==> config.mk <==
export PLATFORM = sky130hd
export DESIGN_NAME = zbt_arbiter
export DESIGN_NICKNAME = d
export VERILOG_FILES = /design/src/rtl/zbt_arbiter.sv
export SDC_FILE = /design/constraint.sdc
export NUM_CORES = 1
export LEC_CHECK = 0
export ABC_AREA = 1
export CAP_MARGIN = 30
export CORE_MARGIN = 5
export CORE_UTILIZATION = 44
export DETAILED_ROUTE_END_ITERATION = 12
export PLACE_DENSITY = 0.89
export SETUP_SLACK_MARGIN = 0.5
export SLEW_MARGIN = 15
export SYNTH_ARGS = -nofsm -noshare
export SYNTH_HDL_FRONTEND = slang
export SYNTH_SLANG_ARGS = --single-unit
==> constraint.sdc <==
create_clock -name clock -period 1.6 [get_ports clock]
set_input_delay 0.32 -clock clock [delete_from_list [all_inputs] [get_ports clock]]
set_output_delay 0.32 -clock clock [all_outputs]
set_load 0.02 [all_outputs]
==> src/rtl/zbt_arbiter.sv <==
// Round-robin arbiter sharing one pipelined ZBT SRAM between a writer and a reader.
// Tracks each granted command through the RAM pipeline to time write-data drive and read-data capture.
module zbt_arbiter #(
    parameter int unsigned ADDR_W       = 19,
    parameter int unsigned DATA_W       = 36,
    parameter int unsigned READ_LATENCY = 2
) (
    input  logic              clock,
    input  logic              reset,
    input  logic              locked,
    input  logic              wr_req,
    input  logic [ADDR_W-1:0] wr_addr,
    input  logic [DATA_W-1:0] wr_data,
    output logic              wr_ack,
    input  logic              rd_req,
    input  logic [ADDR_W-1:0] rd_addr,
    output logic              rd_ack,
    output logic [DATA_W-1:0] rd_data,
    output logic              rd_valid,
    output logic [ADDR_W-1:0] ram_addr,
    output logic              ram_we_b,
    output logic              ram_cen_b,
    output logic [DATA_W-1:0] ram_data_out,
    output logic              ram_data_oe,
    input  logic [DATA_W-1:0] ram_data_in
);

    typedef enum logic {WAIT_LOCK, RUN} state_t;
    typedef enum logic {GRANT_WRITE, GRANT_READ} grant_t;

    state_t                               state_q, state_d;
    grant_t                               last_grant_q, last_grant_d;
    logic [ADDR_W-1:0]                    ram_addr_q, ram_addr_d;
    logic                                 ram_we_b_q, ram_we_b_d;
    logic                                 ram_cen_b_q, ram_cen_b_d;
    logic [READ_LATENCY:0]                pipe_v_q, pipe_v_d;
    logic [READ_LATENCY:0]                pipe_w_q, pipe_w_d;
    logic [READ_LATENCY:0][DATA_W-1:0]    pipe_data_q, pipe_data_d;
    logic [DATA_W-1:0]                    rd_data_q, rd_data_d;
    logic                                 rd_valid_q, rd_valid_d;
    logic                                 grant_en, wr_grant, rd_grant;

    always_comb begin
        // Acks are gated by reset too, so a requester never sees an ack that reset then discards.
        grant_en = (state_q == RUN) && locked && !reset;
        wr_grant = grant_en && wr_req && (!rd_req || (last_grant_q == GRANT_READ));
        rd_grant = grant_en && rd_req && !wr_grant;

        state_d = state_q;
        case (state_q)
            WAIT_LOCK: if (locked)  state_d = RUN;
            RUN:       if (!locked) state_d = WAIT_LOCK;
            default:                state_d = WAIT_LOCK;
        endcase

        last_grant_d = last_grant_q;
        if (wr_grant)      last_grant_d = GRANT_WRITE;
        else if (rd_grant) last_grant_d = GRANT_READ;

        ram_addr_d  = ram_addr_q;
        if (wr_grant)      ram_addr_d = wr_addr;
        else if (rd_grant) ram_addr_d = rd_addr;
        ram_cen_b_d = !(wr_grant || rd_grant);
        ram_we_b_d  = !wr_grant;

        pipe_v_d       = pipe_v_q;
        pipe_w_d       = pipe_w_q;
        pipe_data_d    = pipe_data_q;
        pipe_v_d[0]    = wr_grant || rd_grant;
        pipe_w_d[0]    = wr_grant;
        pipe_data_d[0] = wr_grant ? wr_data : '0;
        for (int unsigned i = 1; i <= READ_LATENCY; i++) begin
            pipe_v_d[i]    = pipe_v_q[i-1];
            pipe_w_d[i]    = pipe_w_q[i-1];
            pipe_data_d[i] = pipe_data_q[i-1];
        end

        // The last stage is the RAM's data cycle: reads are captured at its end.
        rd_valid_d = pipe_v_q[READ_LATENCY] && !pipe_w_q[READ_LATENCY];
        rd_data_d  = rd_valid_d ? ram_data_in : rd_data_q;
    end

    always_ff @(posedge clock) begin
        if (reset) begin
            state_q      <= WAIT_LOCK;
            last_grant_q <= GRANT_WRITE;
            ram_addr_q   <= '0;
            ram_we_b_q   <= 1'b1;
            ram_cen_b_q  <= 1'b1;
            pipe_v_q     <= '0;
            pipe_w_q     <= '0;
            pipe_data_q  <= '0;
            rd_data_q    <= '0;
            rd_valid_q   <= 1'b0;
        end else begin
            state_q      <= state_d;
            last_grant_q <= last_grant_d;
            ram_addr_q   <= ram_addr_d;
            ram_we_b_q   <= ram_we_b_d;
            ram_cen_b_q  <= ram_cen_b_d;
            pipe_v_q     <= pipe_v_d;
            pipe_w_q     <= pipe_w_d;
            pipe_data_q  <= pipe_data_d;
            rd_data_q    <= rd_data_d;
            rd_valid_q   <= rd_valid_d;
        end
    end

    assign wr_ack       = wr_grant;
    assign rd_ack       = rd_grant;
    assign rd_data      = rd_data_q;
    assign rd_valid     = rd_valid_q;
    assign ram_addr     = ram_addr_q;
    assign ram_we_b     = ram_we_b_q;
    assign ram_cen_b    = ram_cen_b_q;
    assign ram_data_oe  = pipe_v_q[READ_LATENCY] && pipe_w_q[READ_LATENCY];
    assign ram_data_out = pipe_data_q[READ_LATENCY];

endmodule

==> qor.txt <==
Failing checks = setup timing
Post-DP HPWL = 9.77 mm
Final Critical Period = 1.61 ns
DIE HEIGHT = 123 um
Slew margin rel. = 44.7%
WP buf/inv = 1
Rows = 41
Crit Path Class = reg -> out
Nets = 1,059
Max-cap violation count = 0
Outcome = complete, but fails checks
RSZ-0062 raised after global routing = true
DIE AREA = 15,200 um^2
Yosys cell types = 17
Worst path top cell family by delay = simple AND/OR/NAND/NOR gates
Crit path launch type = flop
CP Capture Type = output pin
CP max-delay cell = dfxtp_2
Lkg Pwr = 4.20 nW
CP Max Fanout = 2
Clock Skew = 0.00786 ns
Area grow syn2layout = 67.0%
WP data arrival = 1.29 ns
Synth Cell Area = 5660 um^2
Clock sink count = 174
Slew of the pin with the lowest slew margin = 0.829 ns
Input/output buffers = 211
Non-filler cells, final = 1,129
Layout cells sized above 1 = 35.8%
Vias = 5,094
Drc violations = 0
Sequential share of the synthesized area = 61.6%
#FFs+latches synth = 174
Fillers = 838
Total power after layout = 9.20 mW
Max incr delay on CP = 0.37 ns
Hold WS = 0.287 ns
Pin count of the biggest net entering global routing = 78
Hold WC Path Type = in -> reg
Worst path cell trace = nand2_2 > nor2_4 > nand2_2 > nor2_4 > buf_6
Core area = 12,600 um^2
Post-Synthesis Cells = 698
VDD IR max = 657 uV
CTS buffer count = 17
First-pass GRT wire length = 22.7 mm
Root Buffer = clkbuf_16
DRT Pass-1 Iters = 4
Setup TNS = -0.0125 ns
Avg Synthesized Cell Area = 8.11 um^2
Fmax = 0.620 GHz
Power Density = 973 nW/um^2
Final setup viols = 1
WP data required = 1.28 ns
Final WL = 16.8 mm
Die Span X = 123 um
Max Slew Vio Count = 0
Later-pin clock latency in the skew report = 0.42 ns
Setup WS post-layout = -0.0125 ns
Vias in the first global route = 4,794
1st-iter DRT viols = 299
Starting Density = 44.8%
H-tree Lvls = 4
Final count of hold timing violations = 0
Hold Buf Count CTS = 0
Placed Cells = 1,060
CTS tree = done
Final period util = 101%
Post-route ant nets = 0
Antenna diodes = 0
Average wire per standard cell = 14.9 um
Synth warn = 0
Mapped Nets = 813
Reg clk slew, reported paths = 0.06 ns
Clock Path Buffers = 2
Vias per inst = 4.51
GRT overflow = 0
RD Place Congestion = 0.775
Placement Setup Slack = -0.595 ns
Gr usage total = 19.5%
Io pins = 212
Initial antenna violation count = 0
==> stage by stage <==
step	area, um^2	util, %
after floorplan	5690	-
after global placement	7940	62.9
final	9450	74.9
after global routing	9450	74.9
after CTS	9040	71.7
after detailed placement	7940	62.9
==> final timing paths <==
check / startpoint / endpoint / slack, ns / cells after the start
worst max register to register: state_q / last_grant_q / 0.07 / 9
worst min-delay path: reset / state_q / 0.29 / 3
worst min register to register: pipe_data_d[107] / ram_data_out[35] / 0.39 / 2
worst max-delay path: state_q / rd_ack / -0.01 / 5
==> cells in the mapped netlist (all sizes together) <==
library cell / number / area share (%)
o21bai: 19 / 2.5
nor2: 193 / 13
inv: 140 / 9.3
a211oi: 1 / 0.13
buf: 17 / 1.8
o21ai: 36 / 3.2
nand3: 20 / 2.0
clkbuf: 17 / 1.1
dfxtp: 174 / 62
nand2: 81 / 5.4
==> worst min-delay path, stage by stage <==
cell and delay, ns:
buf_2 0.16, buf_4 0.15, nor2_1 0.04
==> per-layer routing <==
layer / GRT usage (%) / routed length (um)
met5: 0 / 0
met4: 9.20 / 415
met3: 5.81 / 1000
met2: 36.7 / 9430
met1: 19.3 / 5980
==> final cells by class <==
type | count | area, um^2 | share of cell area [%]
multi-input combinational | 350 | 1710 | 18.1
timing repair buffer | 260 | 2760 | 29.2
timing repair inverter | 1 | 8.76 | 0.0927
sequential | 174 | 3610 | 38.2
tap | 172 | 215 | 2.28
clock buffer | 19 | 443 | 4.69
inverter | 140 | 553 | 5.85
clock inverter | 13 | 154 | 1.63
==> kinds of logic (layout without fill, tap and decap cells) <==
kind of cell / Yosys count / after routing / share of synthesized area, %
AND/OR/NAND/NOR: 294 / 294 / 20.4
buffers and inverters: 174 / 433 / 12.2
AO/OA/AOI/OAI: 56 / 56 / 5.84
flip-flops: 174 / 174 / 61.6
==> cell usage in the layout (no fill, tap or decap), drive strengths merged <==
cell	count
nand2	81
o21bai	19
clkinv	2
bufinv	2
clkbuf	22
a211oi	1
o21ai	36
buf	144
clkdlybuf4s50	111
clkinvlp	4
nand3	20
dfxtp	174
inv	146
nor2	193
dlygate4sd2	2
==> registers in the layout, summed over array words and instances (netlist names) <==
name / flops
pipe_data_d: 72
ram_data_out: 36
rd_data: 36
ram_addr: 19
pipe_v_q: 3
pipe_w_q: 3
last_grant_q: 1
ram_cen_b: 1
ram_we_b: 1
rd_valid: 1
state_q: 1
==> what timing repair did <==
action	in CTS	in global routing
setup endpoints to repair	193	193
endpoints found under the hold margin	0	0
setup buffers	20	10
pin swaps	9	44
gates cloned	1	6
gates resized for setup	713	94
==> power by group <==
group | internal [mW] | switching [mW]
clock network | 2.38 | 1.73
logic | 0.401 | 0.279
registers | 4.38 | 0.0286
No activity file was read; power rests on OpenSTA's default activity.
